[config.mk]
export PLATFORM = sky130hd
export DESIGN_NAME = bitfield_exec_unit
export DESIGN_NICKNAME = d
export VERILOG_FILES = /design/src/rtl/bitfield_exec_unit_pkg.sv /design/src/rtl/bitfield_mask_gen.sv /design/src/rtl/bitfield_exec_unit.sv
export SDC_FILE = /design/constraint.sdc
export NUM_CORES = 2
export LEC_CHECK = 0
export ABC_AREA = 1
export CAP_MARGIN = 30
export CORE_ASPECT_RATIO = 1.5
export CORE_MARGIN = 1
export CORE_UTILIZATION = 49
export CTS_BUF_LIST = sky130_fd_sc_hd__clkbuf_2 sky130_fd_sc_hd__clkbuf_4 sky130_fd_sc_hd__clkbuf_8
export CTS_CLUSTER_DIAMETER = 60
export DETAILED_ROUTE_END_ITERATION = 10
export GPL_TIMING_DRIVEN = 0
export PLACE_DENSITY = 0.68
export RECOVER_POWER = 50
export SYNTH_ARGS = -nofsm -noshare
export SYNTH_HDL_FRONTEND = slang
export SYNTH_SLANG_ARGS = --single-unit
[constraint.sdc]
create_clock -name in_clk -period 8.7 [get_ports in_clk]
set_clock_uncertainty 0.05 [all_clocks]
set_input_delay 0.87 -clock in_clk [delete_from_list [all_inputs] [get_ports in_clk]]
set_output_delay 0.87 -clock in_clk [all_outputs]
set_load 0.03 [all_outputs]
[src/rtl/bitfield_exec_unit_pkg.sv]
// Package for the bitfield-move execution unit.
//   bfm_op_t    : operation select (unsigned extract, signed extract, insert)
//   bfm_req_t   : one issued operation as it travels down the pipeline
//   bfm_stage_t : pipeline stage payload (request plus precomputed masks)
//   bfm_amt     : reduces an immr/imms field to the operand width (mod 32 or 64)
//   bfm_dmask   : all-ones over the active operand width
package bitfield_exec_unit_pkg;

  localparam int BFM_XLEN  = 64;
  localparam int BFM_TAG_W = 6;

  typedef enum logic [1:0] {
    BFM_U   = 2'd0,
    BFM_S   = 2'd1,
    BFM_INS = 2'd2
  } bfm_op_t;

  typedef struct packed {
    bfm_op_t                op;
    logic                   sf;
    logic [5:0]             immr;
    logic [5:0]             imms;
    logic [BFM_XLEN-1:0]    src;
    logic [BFM_XLEN-1:0]    dst;
    logic [BFM_TAG_W-1:0]   tag;
  } bfm_req_t;

  typedef struct packed {
    bfm_req_t            req;
    logic [BFM_XLEN-1:0] wmask;
    logic [BFM_XLEN-1:0] tmask;
  } bfm_stage_t;

  // In 32-bit mode bit 5 of the immediate is ignored, giving mod-32.
  function automatic logic [5:0] bfm_amt(input logic sf, input logic [5:0] amt);
    return sf ? amt : {1'b0, amt[4:0]};
  endfunction

  function automatic logic [BFM_XLEN-1:0] bfm_dmask(input logic sf);
    return sf ? 64'hFFFF_FFFF_FFFF_FFFF : 64'h0000_0000_FFFF_FFFF;
  endfunction

endpackage

[src/rtl/bitfield_mask_gen.sv]
// Combinational mask generator for bitfield moves.
//   sf    in  1   1 = 64-bit operand, 0 = 32-bit operand
//   immr  in  6   rotate amount
//   imms  in  6   field top bit
//   wmask out 64  ones over the placed field [p+w-1:p]
//   tmask out 64  ones from the field base p up to the top of the operand;
//                 tmask & ~wmask is the sign-fill region above the field
module bitfield_mask_gen
  import bitfield_exec_unit_pkg::*;
(
  input  logic        sf,
  input  logic [5:0]  immr,
  input  logic [5:0]  imms,
  output logic [63:0] wmask,
  output logic [63:0] tmask
);

  logic [6:0] r;
  logic [6:0] s;
  logic [6:0] d;
  logic [6:0] w;
  logic [6:0] p;

  always_comb begin
    r = {1'b0, bfm_amt(sf, immr)};
    s = {1'b0, bfm_amt(sf, imms)};
    d = sf ? 7'd64 : 7'd32;
    if (s >= r) begin
      // Extract: field starts at src bit r and lands at bit 0.
      w = s - r + 7'd1;
      p = 7'd0;
    end else begin
      // Deposit: low w bits of src land at bit d-r (r >= 1 here, so p <= 63).
      w = s + 7'd1;
      p = d - r;
    end
    // A shift by 64 yields zero, so w = 64 produces an all-ones field.
    wmask = (~({64{1'b1}} << w)) << p;
    tmask = bfm_dmask(sf) & ({64{1'b1}} << p);
  end

endmodule

[src/rtl/bitfield_exec_unit.sv]
// Pipelined bitfield-move functional unit (UBFM / SBFM / BFM insert).
//   in_clk, in_rst_n     clock, asynchronous active-low reset
//   in_flush             squash every in-flight op, including one issuing now
//   in_valid/out_ready   issue handshake from the reservation station
//   in_op, in_sf         operation and width (1 = 64-bit)
//   in_immr, in_imms     rotate amount and field top bit
//   in_src, in_dst       source operand and old destination (insert only)
//   in_tag               destination tag, carried with the data
//   out_valid/in_cdb_ready  result handshake towards the CDB arbiter
//   out_value, out_tag   result and its tag
//
// Handshake: a transfer happens on a rising edge where valid and ready are both
// 1. The whole pipeline advances together when adv = !out_valid | in_cdb_ready;
// out_ready equals adv, so an issue is accepted exactly when the pipe moves.
// While out_valid=1 and in_cdb_ready=0 every stage holds, so out_value/out_tag
// stay stable. Flush clears all valid bits on the next edge regardless of adv.
//
// Stage 0 registers the operands with their masks; the last stage rotates,
// masks, sign-fills and merges combinationally from its register.
module bitfield_exec_unit
  import bitfield_exec_unit_pkg::*;
#(
  parameter int XLEN   = 64,
  parameter int STAGES = 2,
  parameter int TAG_W  = 6
) (
  input  logic             in_clk,
  input  logic             in_rst_n,
  input  logic             in_flush,
  input  logic             in_valid,
  output logic             out_ready,
  input  logic [1:0]       in_op,
  input  logic             in_sf,
  input  logic [5:0]       in_immr,
  input  logic [5:0]       in_imms,
  input  logic [XLEN-1:0]  in_src,
  input  logic [XLEN-1:0]  in_dst,
  input  logic [TAG_W-1:0] in_tag,
  output logic             out_valid,
  input  logic             in_cdb_ready,
  output logic [XLEN-1:0]  out_value,
  output logic [TAG_W-1:0] out_tag
);

  logic       adv;
  logic       stage_valid [STAGES];
  bfm_stage_t stage_q     [STAGES];
  bfm_stage_t stage_in;
  logic [63:0] wmask_in;
  logic [63:0] tmask_in;

  assign adv       = !out_valid || in_cdb_ready;
  assign out_ready = adv;
  assign out_valid = stage_valid[STAGES-1];

  bitfield_mask_gen u_mask_gen (
    .sf    (in_sf),
    .immr  (in_immr),
    .imms  (in_imms),
    .wmask (wmask_in),
    .tmask (tmask_in)
  );

  always_comb begin
    stage_in          = '0;
    stage_in.req.op   = bfm_op_t'(in_op);
    stage_in.req.sf   = in_sf;
    stage_in.req.immr = in_immr;
    stage_in.req.imms = in_imms;
    stage_in.req.src  = in_src;
    stage_in.req.dst  = in_dst;
    stage_in.req.tag  = BFM_TAG_W'(in_tag);
    stage_in.wmask    = wmask_in;
    stage_in.tmask    = tmask_in;
  end

  // Payload shifts only with adv; flush overrides the valid shift.
  always_ff @(posedge in_clk or negedge in_rst_n) begin
    if (!in_rst_n) begin
      for (int i = 0; i < STAGES; i++) begin
        stage_valid[i] <= 1'b0;
        stage_q[i]     <= '0;
      end
    end else begin
      if (adv) begin
        stage_valid[0] <= in_valid;
        stage_q[0]     <= stage_in;
        for (int i = 1; i < STAGES; i++) begin
          stage_valid[i] <= stage_valid[i-1];
          stage_q[i]     <= stage_q[i-1];
        end
      end
      if (in_flush) begin
        for (int i = 0; i < STAGES; i++) begin
          stage_valid[i] <= 1'b0;
        end
      end
    end
  end

  // Final stage: rotate right by r within the operand width, then merge.
  bfm_stage_t  last;
  logic [5:0]  r;
  logic [5:0]  s;
  logic [63:0] rot64;
  logic [31:0] rot32;
  logic [63:0] rot;
  logic [63:0] field;
  logic        sign;
  logic [63:0] result;

  assign last = stage_q[STAGES-1];

  always_comb begin
    r      = bfm_amt(last.req.sf, last.req.immr);
    s      = bfm_amt(last.req.sf, last.req.imms);
    rot64  = (last.req.src >> r) | (last.req.src << (7'd64 - {1'b0, r}));
    rot32  = (last.req.src[31:0] >> r) | (last.req.src[31:0] << (7'd32 - {1'b0, r}));
    rot    = last.req.sf ? rot64 : {32'b0, rot32};
    field  = rot & last.wmask;
    // In both extract and deposit forms the field MSB is source bit s.
    sign   = last.req.src[s];
    result = field;
    case (last.req.op)
      BFM_S:   result = field | (sign ? (last.tmask & ~last.wmask) : 64'd0);
      BFM_INS: result = field | (last.req.dst & bfm_dmask(last.req.sf) & ~last.wmask);
      default: result = field;
    endcase
  end

  assign out_value = XLEN'(result);
  assign out_tag   = TAG_W'(last.req.tag);

endmodule

==> impl_metrics.ini, run 1 <==
[status]
status = aborted with a tool error
lastStage = 5_1_grt
tool.error = [ERROR GRT-0116] Global routing finished with congestion. Check the congestion regions in the DRC Viewer.

[global_routing]
grt_usage_pct = 72.51
grt-ovfl-total = 1089
grt_pass1_wl_mm = 403.8
first_global_vias = 50010
grt_max_degree = 131

[die]
die_h_um = 333.3
start_util_pct = 49.43
rows = 121
dieWidth_um = 222.9
pin_count = 226

[placement]
dpl.hpwl_mm = 171.7
place.gp.congestion = 1.193
io_buffers = 225

[cts]
cts_resized = 0
cts_made_buffers = 81
clockBufferDepth = 3
cts-htree-levels = 3
post_cts_buffers = 0
cts_root_buf = clkbuf_8
cts.sinks = 556
postCtsHoldBufs = 0

[yosys]
synth-seq-cells = 556
synth_area_leaders = dfrtp_1 39%, nand2_1 19%, o21ai_0 12%
synth_top_area_share_pct = 38.81
ys_seq_area_share_pct = 38.81
synth_edf_count = 0
yosysWarnings = 0
syn_avg_cell_area_um2 = 6.651
syn_area_um2 = 35850
syn_inst = 5390
synthFlopType = dfrtp_1
yosys.area.top_type = dfrtp_1
syn_nets = 5562
synthArstFlopShare_pct = 100.0
ys_types = 52
## metrics by stage
| step | std cells | setup WS [ns] | cell area (µm²) | TNS (ns) | util (%) |
|---|---|---|---|---|---|
| 3_3_place_gp | 6537 | -16.48 | 39260 | -9047.80 | 54.13 |
| 3_5_place_dp | 6562 | 0.9761 | 39550 | 0 | 54.53 |
| 2_1_floorplan | 5390 | 3.761 | 35850 | 0 | - |
| 4_1_cts | 6700 | 0.2241 | 41240 | 0 | 56.87 |
## cell usage after synthesis (all sizes together) (5+ instances only)
master,n
a211oi,6
a21boi,6
a21oi,170
a221oi,6
a31oi,21
a32oi,15
buf,111
clkbuf,274
clkinv,7
dfrtp,556
ha,16
inv,421
mux2i,44
nand2,1844
nand3,516
nand3b,5
nand4,20
nor2,205
nor3,17
nor4,17
o2111ai,10
o211ai,54
o21a,9
o21ai,927
o221ai,15
o22ai,30
o311ai,6
o31ai,27
or2,6
xor2,6
## per-layer routing
layer  GRT usage, %  overflow
met5          12.24         0
met4          74.10       356
met3          50.34        11
met2          95.45       716
met1          71.79         6
## logic make-up after synthesis
group | synth area share [%]
simple gates | 30.21
compound gates | 20.05
buf+inv | 8.830
flops | 38.81
mux | 1.229
fa+ha+maj | 0.6701
xor+xnor | 0.1955
==> run 2, diff against run 1 <==
Settings changed: CORE_ASPECT_RATIO 1.5 to unset, CORE_UTILIZATION 49 to 34, CTS_BUF_LIST sky130_fd_sc_hd__clkbuf_2 sky130_fd_sc_hd__clkbuf_4 sky130_fd_sc_hd__clkbuf_8 to unset, CTS_CLUSTER_DIAMETER 60 to unset, PLACE_DENSITY 0.68 to unset, PLACE_DENSITY_LB_ADDON set to 0.15.
==> impl_metrics.ini, run 2 <==
[yosys]
synthFlopType = dfrtp_1
synth-seq-cells = 556
synth_area_leaders = dfrtp_1 39%, nand2_1 19%, o21ai_0 12%
synthArstFlopShare_pct = 100.0
ys_seq_area_share_pct = 38.81
syn_avg_cell_area_um2 = 6.651
yosys.area.top_type = dfrtp_1
synth_top_area_share_pct = 38.81
yosysMostFrequentCell = nand2_1
syn_area_um2 = 35850
synth_edf_count = 0
synth_top_cells_by_count = 1821 x nand2_1, 889 x o21ai_0, 556 x dfrtp_1, 516 x nand3_1, 405 x inv_1
ys_types = 52
syn_inst = 5390
syn_nets = 5562
yosysWarnings = 0

[hold_path]
min_to = out_tag[5]$_DFFE_PN0P_
min_from = stage_q[410]$_DFFE_PN0P_
min_path_type = reg2reg
whs_path_depth = 2

[sta]
setup_viol = 0
tns_ns = 0
slew_violations = 461
hold_violations = 0
tightest_slew_ns = 3.224
timing.fmax_ghz = 0.1168
slew_headroom_pct = -114.9
holdWs_ns = 0.4074
rsz0062_at_grt = false
finalCritPeriodShare_pct = 98.42
period_minus_slack_ns = 8.562

[setup_path]
path_class = reg2out
timing.rr.start = out_valid$_DFFE_PN0P_
required_ns = 7.78
critPathCaptureType = output pin
r2r-end = stage_q[462]$_DFFE_PN0P_
slowest_stage = clkdlybuf4s50_1
crit_fanout = 14
cp_slowest_stage_delay_ns = 0.67
cp.arrival_ns = 7.64
reg2reg_slack_ns = 5.46
path_cells = clkbuf_1, inv_1, buf_1, clkbuf_2, ha_1, clkbuf_1, inv_1, clkbuf_1, clkbuf_1, o21ai_0, o21ai_1, nand3_1, o21ai_0, nand2_1, a21oi_1, o21ai_0, nand2_1, nand2_1, inv_1, clkdlybuf4s50_1
r2r_cells = 8
crit_top_cell = clkbuf_1
critPathLaunchType = flip-flop

[cts]
path_clk_slew_ns = 0.06
cts-htree-levels = 3
cts_made_buffers = 66
clockBufferDepth = 3
cts_root_buf = clkbuf_16
post_cts_buffers = 0
cts.sinks = 556
clk_latency_ns = 0.67
cts_tree = done

[layout]
syn_to_final_growth_pct = 17.83
nNetsFinal = 5873
largest_reg_flops = 277
top_register = stage_q
final_cell_mix = 1821 x nand2_1, 886 x o21ai_0, 556 x dfrtp_1
drive_gt1_share_pct = 4.145
final_common_cell = nand2_1

[detailed_routing]
num_vias = 41050
totalWireLength_mm = 208.3
first_pass_iters = 9
via_per_inst = 5.763
wl_per_cell_um = 29.24
drt_iter0_drc = 5026
drc_errors = 0
drt.antenna.violating_nets = 0

[global_routing]
grt-ovfl-total = 0
grt_max_degree = 121
first_global_vias = 39020
grt_usage_pct = 38.29
grt_pass1_wl_mm = 291.4
antenna_found_initial = 9

[placement]
place.gp.congestion = 1.050
io_buffers = 225
dpl.hpwl_mm = 170.4

[die]
core_um2 = 104100
start_util_pct = 34.44
die_h_um = 326.7
die_area_um2 = 106700
dieWidth_um = 326.7
pin_count = 226
rows = 118

[status]
status = finished with violations
violations = capacitance limit, slew limit

[power]
p_leak_nw = 19.62
ir_drop_v = 0.0001718
powerDensity_nw_per_um2 = 260.2

[run]
cap_violations = 5
[run 2: routing by layer]
metal	up-vias	global-route usage [%]	part of all wire, %
met1	20210	49.92	42
met3	448	7.894	8.0
met4	12	17.56	5.3
met2	1944	60.81	45
met5	-	0	0.038
li1	18440	-	-
[run 2: worst max-delay path by stage]
stage | to | startpoint | slack [ns]
5_1_grt | out_value[55] | last[269]$_DFFE_PN0P_ | 0.06
2_1_floorplan | out_value[11] | last[269]$_DFFE_PN0P_ | 3.76
4_1_cts | out_value[60] | last[269]$_DFFE_PN0P_ | 0.03
3_3_place_gp | stage_q[426]$_DFFE_PN0P_ | in_rst_n | -18.85
6_report | out_value[55] | last[269]$_DFFE_PN0P_ | 0.14
3_5_place_dp | out_value[55] | last[269]$_DFFE_PN0P_ | 0.60
[run 2: through the flow]
| stage | instance area, µm² | power, W | std cells | utilization (%) | setup slack (ns) |
|---|---|---|---|---|---|
| after floorplan | 35850 | 0.005675 | 5390 | - | 3.761 |
| after global placement | 39830 | 0.007986 | 6995 | 38.26 | -18.85 |
| after detailed placement | 40110 | 0.007960 | 7012 | 38.53 | 0.5994 |
| after CTS | 42340 | 0.01081 | 7121 | 40.68 | 0.03085 |
| after global routing | 42240 | 0.01135 | 7122 | 40.58 | 0.06289 |
| final | 42240 | 0.01099 | 7124 | 40.58 | 0.1378 |
[run 2: timing repair]
action,in CTS,in global routing
hold buffers,0,0
gates resized for setup,2,3
setup endpoints to repair,2,14
[run 2: cells by family after synthesis]
group | after synthesis | synth area share (%)
compound gates | 1319 | 20.05
xor+xnor | 8 | 0.1955
flops | 556 | 38.81
fa+ha+maj | 18 | 0.6701
buf+inv | 813 | 8.830
mux | 44 | 1.229
simple gates | 2632 | 30.21
[run 2: critical path, delay by kind of cell (launching register included)]
kind	cells	cell delay, ns
buffers and inverters	10	3.60
AO/OA/AOI/OAI	5	1.95
AND/OR/NAND/NOR	4	0.78
flip-flops	1	0.35
adder cells (fa/ha/maj)	1	0.30
[run 2: where the power goes]
part / total [W] / leakage [nW] / switching [W] / internal (W)
registers: 0.00338 / 6.53 / 0.000392 / 0.00299
logic: 0.00475 / 12.0 / 0.00355 / 0.00120
clock network: 0.00285 / 1.08 / 0.00121 / 0.00164
[run 2: layout make-up]
| cell class | instances | area [µm²] |
|---|---|---|
| antenna | 2 | 5.005 |
| buffer | 384 | 1558 |
| clock buffer | 94 | 1958 |
| clock inverter | 15 | 274.0 |
| fill | 11300 | 61850 |
| inverter | 428 | 1607 |
| multi-input combinational | 4021 | 18770 |
| sequential | 556 | 13910 |
| tap | 1380 | 1727 |
| timing repair buffer | 244 | 2429 |
Note: power is estimated with default switching activity, not from simulation.
